[src/rtl/ps2_pkg.sv]
// Shared PS/2 definitions: host-transmit FSM states, error codes and
// the keyboard command bytes the rest of the system sends.
package ps2_pkg;

    typedef enum logic [2:0] {
        IDLE, INHIBIT, RTS, WAIT_DEV, SHIFT, STOP, ACK, WAIT_IDLE
    } ps2TxState_t;

    localparam logic [1:0] ERR_NONE          = 2'b00;
    localparam logic [1:0] ERR_START_TIMEOUT = 2'b01;
    localparam logic [1:0] ERR_XFER_TIMEOUT  = 2'b10;
    localparam logic [1:0] ERR_NO_ACK        = 2'b11;

    localparam logic [7:0] CMD_SET_LED = 8'hED;
    localparam logic [7:0] CMD_ENABLE  = 8'hF4;
    localparam logic [7:0] CMD_RESET   = 8'hFF;

    // PS/2 frames carry odd parity over the data byte
    function automatic logic oddParity(input logic [7:0] b);
        return ~^b;
    endfunction

endpackage

[src/rtl/ps2_line_sync.sv]
// Two-flop synchronisers for the raw PS2_CLK/PS2_DAT pins plus falling-edge
// detect on the clock line; shared between the PS/2 receive and transmit paths.
module ps2_line_sync (
    input  logic CLOCK_50,
    input  logic resetn,
    input  logic ps2ClkIn,
    input  logic ps2DatIn,
    output logic clkSync,
    output logic datSync,
    output logic clkFall
);

    logic clkMeta, datMeta, clkPrev;

    // Preset to 1 so an idle (released) bus never shows a spurious edge out of reset
    always_ff @(posedge CLOCK_50 or negedge resetn) begin
        if (!resetn) begin
            clkMeta <= 1'b1;
            clkSync <= 1'b1;
            clkPrev <= 1'b1;
            datMeta <= 1'b1;
            datSync <= 1'b1;
        end else begin
            clkMeta <= ps2ClkIn;
            clkSync <= clkMeta;
            clkPrev <= clkSync;
            datMeta <= ps2DatIn;
            datSync <= datMeta;
        end
    end

    assign clkFall = clkPrev & ~clkSync;

endmodule

[src/rtl/ps2_command_tx.sv]
// Host-to-device PS/2 command transmitter: inhibit, request-to-send, 8 data
// bits, odd parity, stop and device ACK, with start and transfer timeouts.
module ps2_command_tx
    import ps2_pkg::*;
#(
    parameter int INHIBIT_CYCLES = 5000,
    parameter int START_TIMEOUT  = 750000,
    parameter int XFER_TIMEOUT   = 100000,
    parameter int CNT_W          = 20
) (
    input  logic       CLOCK_50,
    input  logic       resetn,
    input  logic       send_valid,
    input  logic [7:0] cmd_byte,
    output logic       send_ready,
    input  logic       ps2_clk_in,
    input  logic       ps2_dat_in,
    output logic       ps2_clk_oe,
    output logic       ps2_dat_oe,
    output logic       busy,
    output logic       done,
    output logic       error,
    output logic [1:0] err_code
);

    ps2TxState_t      state;
    logic [CNT_W-1:0] timer;
    logic [7:0]       shiftByte;
    logic             parityBit;
    logic [3:0]       bitIdx;
    logic             datOe;
    logic             clkSync, datSync, clkFall;
    logic             inXfer;

    ps2_line_sync uSync (
        .CLOCK_50 (CLOCK_50),
        .resetn   (resetn),
        .ps2ClkIn (ps2_clk_in),
        .ps2DatIn (ps2_dat_in),
        .clkSync  (clkSync),
        .datSync  (datSync),
        .clkFall  (clkFall)
    );

    // The transfer timer spans everything after the device's first clock edge
    assign inXfer = (state == SHIFT) || (state == STOP) || (state == ACK) || (state == WAIT_IDLE);

    always_ff @(posedge CLOCK_50 or negedge resetn) begin
        if (!resetn) begin
            state     <= IDLE;
            timer     <= '0;
            shiftByte <= '0;
            parityBit <= 1'b0;
            bitIdx    <= '0;
            datOe     <= 1'b0;
            done      <= 1'b0;
            error     <= 1'b0;
            err_code  <= ERR_NONE;
        end else begin
            done  <= 1'b0;
            error <= 1'b0;
            if (inXfer && timer == CNT_W'(XFER_TIMEOUT - 1)) begin
                state    <= IDLE;
                datOe    <= 1'b0;
                error    <= 1'b1;
                err_code <= ERR_XFER_TIMEOUT;
            end else begin
                if (inXfer) timer <= timer + 1'b1;
                case (state)
                    IDLE: if (send_valid) begin
                        shiftByte <= cmd_byte;
                        parityBit <= oddParity(cmd_byte);
                        err_code  <= ERR_NONE;
                        timer     <= '0;
                        state     <= INHIBIT;
                    end
                    INHIBIT: if (timer == CNT_W'(INHIBIT_CYCLES - 1)) begin
                        datOe <= 1'b1;
                        state <= RTS;
                    end else begin
                        timer <= timer + 1'b1;
                    end
                    RTS: begin
                        timer <= '0;
                        state <= WAIT_DEV;
                    end
                    WAIT_DEV: if (timer == CNT_W'(START_TIMEOUT - 1)) begin
                        datOe    <= 1'b0;
                        error    <= 1'b1;
                        err_code <= ERR_START_TIMEOUT;
                        state    <= IDLE;
                    end else if (clkFall) begin
                        datOe  <= ~shiftByte[0];
                        bitIdx <= 4'd1;
                        timer  <= '0;
                        state  <= SHIFT;
                    end else begin
                        timer <= timer + 1'b1;
                    end
                    SHIFT: if (clkFall) begin
                        if (bitIdx == 4'd8) begin
                            datOe <= ~parityBit;
                            state <= STOP;
                        end else begin
                            datOe  <= ~shiftByte[bitIdx[2:0]];
                            bitIdx <= bitIdx + 4'd1;
                        end
                    end
                    STOP: if (clkFall) begin
                        datOe <= 1'b0;
                        state <= ACK;
                    end
                    ACK: if (clkFall) begin
                        if (!datSync) begin
                            state <= WAIT_IDLE;
                        end else begin
                            error    <= 1'b1;
                            err_code <= ERR_NO_ACK;
                            state    <= IDLE;
                        end
                    end
                    WAIT_IDLE: if (clkSync && datSync) begin
                        done  <= 1'b1;
                        state <= IDLE;
                    end
                    default: state <= IDLE;
                endcase
            end
        end
    end

    assign send_ready = (state == IDLE);
    assign busy       = (state != IDLE);
    assign ps2_clk_oe = (state == INHIBIT) || (state == RTS);
    assign ps2_dat_oe = datOe;

endmodule

[config.mk]
export PLATFORM = sky130hd
export DESIGN_NAME = ps2_command_tx
export DESIGN_NICKNAME = d
export VERILOG_FILES = /design/src/rtl/ps2_pkg.sv /design/src/rtl/ps2_line_sync.sv /design/src/rtl/ps2_command_tx.sv
export SDC_FILE = /design/constraint.sdc
export NUM_CORES = 1
export LEC_CHECK = 0
export ABC_CLOCK_PERIOD_IN_PS = 3440
export CAP_MARGIN = 10
export CELL_PAD_IN_SITES_DETAIL_PLACEMENT = 1
export CELL_PAD_IN_SITES_GLOBAL_PLACEMENT = 1
export CORE_UTILIZATION = 43
export DETAILED_ROUTE_END_ITERATION = 16
export GPL_ROUTABILITY_DRIVEN = 0
export GPL_TIMING_DRIVEN = 0
export HOLD_SLACK_MARGIN = 0.03
export PLACE_DENSITY_LB_ADDON = 0.12
export RECOVER_POWER = 100
export SLEW_MARGIN = 25
export SYNTH_ARGS = -nofsm -noshare
export SYNTH_HDL_FRONTEND = slang
export SYNTH_SLANG_ARGS = --single-unit
export TNS_END_PERCENT = 50
[constraint.sdc]
create_clock -name CLOCK_50 -period 3.44 [get_ports CLOCK_50]
set_input_delay 0.688 -clock CLOCK_50 [delete_from_list [all_inputs] [get_ports CLOCK_50]]
set_output_delay 0.688 -clock CLOCK_50 [all_outputs]
set_load 0.02 [all_outputs]
Yosys cells after proc, flatten, opt, wreduce, memory -nomap -nowiden --
Index checks and enable logic that the tools add are counted. Widths: inputs -> output; s select.
Word-level totals: flip-flop bits (word level) 46, output and inout port bits 8, word-level logic and storage cells 112, input port bits 13
Operators by class: add/subtract/negate cells 2, magnitude comparators 1, bitwise gates (word level) 6, reduce and logical (&&, ||, !) cells 17, multiplexer cells 47, eq/ne operators 25
Operators with widths (number):
- $mux 20 | 5
- $pmux 20 s4 | 1
- $mux 3 | 11
- $pmux 3 s8 | 1
- $add 20x1->20 const B | 1
- $eq 20x13->1 const B | 1
- $eq 20x17->1 const B | 1
- $eq 20x20->1 const B | 1
- $mux 4 | 4
- $mux 1 | 15
- $eq 3x3->1 const B | 4
- $ne 3x2->1 const B | 4
- $mux 2 | 5
- $reduce_and 5->1 | 2
- $ne 3x1->1 const B | 3
- $ne 2x2->1 const B | 4
- $pmux 4 s2 | 1
- $reduce_and 8->1 | 1
- $reduce_xnor 8->1 | 1
- $eq 3x2->1 const B | 2
- $ne 3x3->1 const B | 2
- $pmux 2 s3 | 1
- $reduce_and 6->1 | 1
- $not 1->1 | 5
- 17 further kinds | 21

Longest topological paths before layout --
Gate-level depths: netlist of the first run.
depth after elaboration 7, depth in mapped cells 9, gate-level depth less buffers 8

Cells and area by module --
A second synthesis of the first run with hierarchy kept.
Second synthesis, totals: cells, all modules 296, area, all modules 2783.9 µm²
By module, submodules not included:
- ps2_command_tx | cells each 290, area an instance 2638.8 µm², seq. area each 1026.0 µm², times used 1
- ps2_line_sync | cells each 6, area an instance 145.1 µm², seq. area each 131.4 µm², times used 1

Worst setup path before layout of the first run --
Ideal clock, no wire load.
path type reg-to-reg, start register timer[6], end register state[1], path slack 0.716 ns, period minus slack after synthesis 2.724 ns, data arrival time 2.621 ns, path buffers 1, stages on the path, launching flop included 8, library setup time 0.104 ns, data required time 3.336 ns, path through dfrtp_1 > or3_4 > or4_4 > or4_4 > buf_6 > o31a_4 > or3b_4 > o41ai_2
Between the ends: longest elaborated chain between the ends 4, elaborated cells between the ends (all ways) 16, classes of those cells eq/ne: 11; mux: 3; reduce/logical: 2
RTL lines:
- from (decl) | RTL line ps2_command_tx.sv:27 | logic [CNT_W-1:0] timer;
- from (signal assigned) | RTL line ps2_command_tx.sv:68 | if (inXfer) timer <= timer + 1'b1;
- from (signal assigned) | RTL line ps2_command_tx.sv:81 | timer <= timer + 1'b1;
- from (signal assigned) | RTL line ps2_command_tx.sv:98 | timer <= timer + 1'b1;
- $eq 20x20->1 or $eq 20x17->1 (tied branches) | RTL line ps2_command_tx.sv:87, ps2_command_tx.sv:62
- $mux 3 or $logic_and 1x1->1 (tied branches) | RTL line ps2_command_tx.sv:87, ps2_command_tx.sv:62
- $pmux 3 s8, or another cell as far along | RTL line ps2_command_tx.sv:69 | case (state)
- $mux 3 or $reduce_and 8->1 (tied branches)
- to (signal assigned) | RTL line ps2_command_tx.sv:63 | state <= IDLE;
- to (signal assigned) | RTL line ps2_command_tx.sv:75 | state <= INHIBIT;
- to (signal assigned) | RTL line ps2_command_tx.sv:91 | state <= IDLE;
- to (decl) | RTL line ps2_command_tx.sv:26 | ps2TxState_t state;
Parallel ways exist; a longest one is shown, timed or not. A chain may end at the register's enable or synchronous reset.

Worst setup path after layout of the first run --
start register timer[6], end register timer[17]
Between the ends: longest elaborated chain between the ends 4, elaborated cells between the ends (all ways) 11, classes of those cells add/sub: 1; eq/ne: 3; mux: 6; reduce/logical: 1
RTL lines (RTL line):
- $add 20x1->20 | ps2_command_tx.sv:68, ps2_command_tx.sv:81, ps2_command_tx.sv:98
- $mux 20 (on tied branches) | ps2_command_tx.sv:92, ps2_command_tx.sv:68
- $mux 20 (on tied branches) | ps2_command_tx.sv:87, ps2_command_tx.sv:70, ps2_command_tx.sv:77
- $pmux 20 s4 | ps2_command_tx.sv:69
Parallel ways exist; a longest one is shown, timed or not.

==> flow_summary.yaml, run 1 <==
cells_and_area:
  drive_above_1_share: 0.1196
  final_common_cell: "dfrtp_1"
  layout_common_cells: "41 x dfrtp_1, 29 x nand2_1, 23 x o21ai_0, 15 x nand3_1, 14 x inv_1"
  layout.nets: 316
  synthToLayoutAreaGrowth_pct: 14.24
  n_antenna_cell: 0
floorplan:
  num_io_pins: 21
  initial_utilization: 0.4482
  core_mm2: 0.005921
  dieArea_mm2: 0.006490
  die_w_um: 80.56
  die_y_um: 80.56
  placementRows: 28
placement:
  dp_slack_ps: 418.5
  port-buffer-count: 20
  place_hpwl_um: 4968
detailed_routing:
  via_per_inst: 6.008
  postRouteAntennaNets: 0
  drcViolationCount: 0
  totalWireLength_um: 6888
  dr.first_iter.drc_count: 74
  vias: 2259
  wl_per_cell_um: 18.32
  dr.pass1.iters: 4
timing:
  fmax_ghz: 0.3176
  tightest_slew_ps: 2523
  finalClockSkew_ps: 7.508
  period_minus_slack_ps: 3149
  setup_viol_count_final: 0
  tns_ps: 0
  grt_setup_unrepaired: "false"
  finalHoldViolations: 0
  drv_slew: 47
  setup_ws_ps: 291.4
  relSlewSlack: -0.6818
  post-route-period-util: 0.9153
critical_path:
  r2r_end: "timer[17]"
  crit_type: "reg2reg"
  crit_path_start_kind: "register"
  crit_required_ps: 3640
  cp_max_fo: 10
  reg2reg_slack_ps: 290
  rr_worst_depth: 5
  critPathArrivalTime_ps: 3350
  startpoint: "timer[6]"
  crit_path_end_kind: "register"
  reg2reg_from: "timer[6]"
job:
  max-cap-violations: 1
yosys:
  synth.largest_area_cell: "dfrtp_1"
  ys_seq_area_frac: 0.4361
  avgSynthCellArea_um2: 9.721
  yosysUniqueCellTypes: 58
  syn_inst: 273
  ys_async_sr_fraction: 1.000
  synthFlopType: "dfrtp_1"
  syn_area_mm2: 0.002654
  synth_edf_count: 0
  yosys_warnings: 0
  synth_seq_cells: 46
  synth_nets: 289
  synth_top_area_share: 0.3866
  synthTopCellsByArea: "dfrtp_1 39%, dfstp_2 5.0%, o21ai_0 4.3%"
global_route:
  grt_pass1_wl_um: 11700
  track_usage: 0.2407
  grt_use_met1: 0.3260
  grt_max_degree: 47
  grt_use_met2: 0.3864
  grt_antenna_before_repair: 0
  met3_usage: 0.03977
  grt_pass1_vias: 2308
  grt-ovfl-total: 0
  grt_busiest_layer: "met2"
clock_network:
  clockRootBuffer: "clkbuf_8"
  cts.clk_slew.worst_paths_ps: 90
  htreeDepth: 2
  clock_tree.buffer_depth: 2
  cts_tree: "done"
  clock_sinks: 46
  cts_setup_buffers: 0
  cts_hold_buf: 0
  cts-buffers-inserted: 5
  ctsResizeCount: 0
  insertion_delay_ps: 310
power:
  p_per_area_mw_per_mm2: 728.7
  clkPwrFrac: 0.180
  power_frac_comb: 0.466
  p_switching_uw: 887.0
  p_int_mw: 1.322
  p_seq_frac: 0.355
  power_mw: 2.209
  ir_drop_uv: 461.3
  p_leak_nw: 1.230
  switching_share: 0.4015
hold_path:
  holdPathEnd: "uSync.clkSync"
  hp-start: "uSync.clkMeta"
  hp-class: "reg2reg"
  holdPathStages: 0
outcome:
  violations: "capacitance limit, slew limit"
  status: "complete, but fails checks"
-- cell type report --
cell class | instances | area, um^2
multi-input combinational | 204 | 1371
buffer | 9 | 52.55
tap | 75 | 93.84
timing repair buffer | 20 | 193.9
inverter | 14 | 52.55
sequential | 46 | 1157
clock buffer | 8 | 110.1
fill | 692 | 2889
-- registers in the layout, summed over array words and instances, names as in the netlist --
| signal | flops |
|---|---|
| timer | 20 |
| shiftByte | 8 |
| bitIdx | 4 |
| state | 3 |
| err_code | 2 |
| done | 1 |
| error | 1 |
| parityBit | 1 |
| ps2_dat_oe | 1 |
| uSync.clkMeta | 1 |
| uSync.clkPrev | 1 |
| uSync.clkSync | 1 |
| uSync.datMeta | 1 |
| uSync.datSync | 1 |
-- critical path: stages (launching register included) --
cell and delay, ps:
dfrtp_1 450, or3_1 430, or4_4 500, nor4_2 980
nor2_1 310, a221o_1 360
-- kinds of logic (layout without fill, tap and decap cells) --
family,after synthesis,after routing,synth area share
AO/OA/AOI/OAI,64,64,0.1674
XOR/XNOR,12,12,0.03960
adder cells (fa/ha/maj),3,3,0.01415
buffers and inverters,23,51,0.04102
flip-flops,46,46,0.4361
multiplexers,14,14,0.06695
AND/OR/NAND/NOR,111,111,0.2348
-- cell usage after synthesis (all sizes together) (3+ instances only) --
master,count
nand3,15
and2,3
nor2,12
and3,5
nand2,29
a21oi,7
dfrtp,41
xnor2,10
or3,7
mux2,10
nor4,4
a22o,4
o41ai,3
inv,14
nand2b,3
a31oi,4
o21ai,23
nor3b,3
a21o,4
dfstp,5
buf,4
clkbuf,5
nor3,10
ha,3
and4,4
or4,7
-- per-layer routing --
metal,vias to the layer above,share of wire
met3,7,0.033
met1,1158,0.48
li1,1065,-
met2,29,0.48
met4,0,0.014
met5,-,0
-- power by group through the flow --
stage                     logic [mW]  registers (mW)  clock network, mW
after floorplan                0.745           0.776                  0
after global placement          1.04           0.787                  0
after detailed placement        1.07           0.792                  0
after CTS                       1.08           0.784              0.404
after global routing            1.14           0.803              0.428
final                           1.03           0.784              0.397
-- worst max path at each step --
stage | cells after the start | to
after floorplan | 7 | state[1]
after global placement | 5 | timer[17]
after detailed placement | 8 | timer[12]
after CTS | 8 | timer[12]
after global routing | 5 | timer[17]
final | 5 | timer[17]
-- through the flow --
step	cells	hold slack (ps)	area, um^2	util
after floorplan	273	345.2	2654	-
after global placement	368	345.9	2948	0.4979
after detailed placement	368	348.5	2954	0.4989
after CTS	376	360.8	3064	0.5175
after global routing	376	368.3	3032	0.5120
final	376	364.9	3032	0.5120
No activity file was read; power rests on OpenSTA's default activity.
==> inputs of run 2 (changes only) <==
ABC_AREA = 1   (was not set)
==> flow_summary.yaml, run 2 <==
critical_path:
  r2r_end: "timer[15]"
  rr_worst_depth: 11
  cp_max_fo: 6
  crit_path_start_kind: "register"
  crit_slowest_cell: "dlygate4sd3_1"
  crit_path_end_kind: "output pin"
  crit_type: "reg2out"
  critPathArrivalTime_ps: 1970
  crit_required_ps: 2750
  reg2reg_from: "timer[0]"
  slowest_delay_ps: 720
  crit_chain: "inv_1 -> nand2_1 -> nor2_1 -> dlygate4sd3_1"
  reg2reg_slack_ps: 910
yosys:
  syn_area_mm2: 0.002989
  synth_seq_cells: 46
  synth_top_area_share: 0.3432
  yosys.cell_count.top_type: "nand2_1"
  synthTopCellsByArea: "dfrtp_1 34%, nand2_1 12%, inv_1 5.0%"
  avgSynthCellArea_um2: 7.744
  synth.largest_area_cell: "dfrtp_1"
  synth_edf_count: 0
  ys_async_sr_fraction: 1.000
  syn_inst: 386
  synthFlopType: "dfrtp_1"
  synth_fa_ha_area_frac: 0.01256
  synth_xor_area_frac: 0.06153
  synth-compound-area-share: 0.06865
  synth-simple-area-share: 0.3667
  muxShareOfSynthArea: 0.02637
  ys_top_cells_by_count: "96 x nand2_1, 41 x dfrtp_1, 40 x inv_1"
  yosysUniqueCellTypes: 37
  yosys_warnings: 0
  synth_nets: 402
  ys_seq_area_frac: 0.3872
  synth_top_family_by_area: "simple AND/OR/NAND/NOR gates"
hold_path:
  hp-class: "reg2reg"
  holdPathEnd: "uSync.clkSync"
  hp-start: "uSync.clkMeta"
  holdPathStages: 0
detailed_routing:
  vias: 2626
  via_per_inst: 5.316
  drcViolationCount: 0
  totalWireLength_um: 7929
  dr.pass1.iters: 4
  postRouteAntennaNets: 0
  dr.first_iter.drc_count: 91
  wl_per_cell_um: 16.05
cells_and_area:
  reg_top3: "timer x20, shiftByte x8, bitIdx x4"
  layout.nets: 429
  final_common_cell: "nand2_1"
  drive_above_1_share: 0.1449
  fin_cells: 494
  design_area_mm2: 0.003283
  max_flop_register: "timer"
  synthToLayoutAreaGrowth_pct: 9.837
  largest_reg_flops: 20
  n_antenna_cell: 0
  layout_common_cells: "97 x nand2_1, 42 x inv_1, 41 x dfrtp_1, 34 x nor2_1, 34 x nand3_1"
power:
  ir_drop_uv: 277.8
  p_leak_nw: 1.601
  power_mw: 2.046
  p_per_area_mw_per_mm2: 623.2
clock_network:
  cts_setup_buffers: 0
  htreeDepth: 2
  clock_tree.buffer_depth: 2
  ctsResizeCount: 0
  clockRootBuffer: "clkbuf_8"
  cts_hold_buf: 0
  cts.clk_slew.worst_paths_ps: 90
  clock_sinks: 46
  insertion_delay_ps: 320
  cts_tree: "done"
  cts-buffers-inserted: 5
job:
  max-cap-violations: 0
timing:
  fmax_ghz: 0.3765
  relSlewSlack: 0.5796
  finalClockSkew_ps: 10.42
  post-route-period-util: 0.7722
  tightest_slew_ps: 630.7
  grt_setup_unrepaired: "false"
  tns_ps: 0
  period_minus_slack_ps: 2656
  finalHoldViolations: 0
  drv_slew: 0
  setup_viol_count_final: 0
floorplan:
  core_mm2: 0.006756
  num_io_pins: 21
  die_y_um: 85.38
  initial_utilization: 0.4424
  dieArea_mm2: 0.007289
  placementRows: 30
  die_w_um: 85.38
global_route:
  grt_pass1_wl_um: 13680
  grt_pass1_vias: 2770
  grt_max_degree: 47
  grt-ovfl-total: 0
  track_usage: 0.2386
  grt_antenna_before_repair: 0
placement:
  port-buffer-count: 20
  place_hpwl_um: 6109
  dp_cells: 486
  post_dp_cell_area_mm2: 0.003287
outcome:
  status: "finished, final reports clean"
-- run 2: cell types whose count changed after synthesis, sizes merged, moves of 5 or more --
| cell | change |
|---|---|
| clkbuf | -5 |
| inv | +37 |
| nand2 | +79 |
| nand3 | +23 |
| nand4 | +9 |
| nor2 | +29 |
| nor3 | +6 |
| or3 | -7 |
| or4 | -7 |
| xor2 | +12 |
-- run 2: how the worst max path moves through the flow --
| stage | from | slack, ps | end | depth (start not counted) |
|---|---|---|---|---|
| 2_1_floorplan | state[0] | 1760 | ps2_clk_oe | 3 |
| 3_3_place_gp | resetn | 310 | shiftByte[5] | 1 |
| 3_5_place_dp | state[2] | 1240 | ps2_clk_oe | 3 |
| 4_1_cts | state[2] | 890 | ps2_clk_oe | 3 |
| 5_1_grt | state[0] | 630 | send_ready | 4 |
| 6_report | state[0] | 780 | send_ready | 4 |
-- run 2: cells by family after synthesis --
kind of cell	Yosys count
XOR/XNOR	21
buffers and inverters	56
multiplexers	7
flip-flops	46
AND/OR/NAND/NOR	220
AO/OA/AOI/OAI	33
adder cells (fa/ha/maj)	3
-- run 2: per-stage QoR --
stage / utilization / hold WS, ps / worst slack [ps]
CTS: 0.5002 / 365.9 / 893.7
floorplan: - / 345.2 / 1757
detailed placement: 0.4865 / 347.2 / 1243
global route: 0.4859 / 373.0 / 632.0
finish: 0.4859 / 368.7 / 783.7
global placement: 0.4869 / 345.6 / 307.0
-- run 2: worst max-delay path, delay by kind of cell (launching register included) --
kind,cells,cell delay (ps)
buf+inv,2,860
flops,1,440
simple gates,2,350
-- run 2: report_power, final --
| group | switching (mW) | internal [mW] | total [mW] |
|---|---|---|---|
| Combinational | 0.591 | 0.335 | 0.926 |
| Clock | 0.220 | 0.146 | 0.366 |
| Sequential | 0.0971 | 0.658 | 0.755 |
| Total | 0.907 | 1.14 | 2.05 |
-- run 2: metal layers --
| layer | GRT usage | vias up | share of wire |
|---|---|---|---|
| met4 | 0.05303 | 0 | 0.0086 |
| met5 | 0 | - | 0 |
| met1 | 0.3240 | 1288 | 0.49 |
| met2 | 0.4084 | 35 | 0.47 |
| li1 | - | 1298 | - |
| met3 | 0.02918 | 5 | 0.029 |
-- run 2: layout make-up --
type | count | area (um^2)
Fill cell | 847 | 3473
Multi-Input combinational cell | 284 | 1514
Sequential cell | 46 | 1157
Timing Repair Buffer | 20 | 197.7
Inverter | 52 | 195.2
Tap cell | 80 | 100.1
Clock buffer | 5 | 68.82
Buffer | 4 | 26.28
Clock inverter | 3 | 23.77
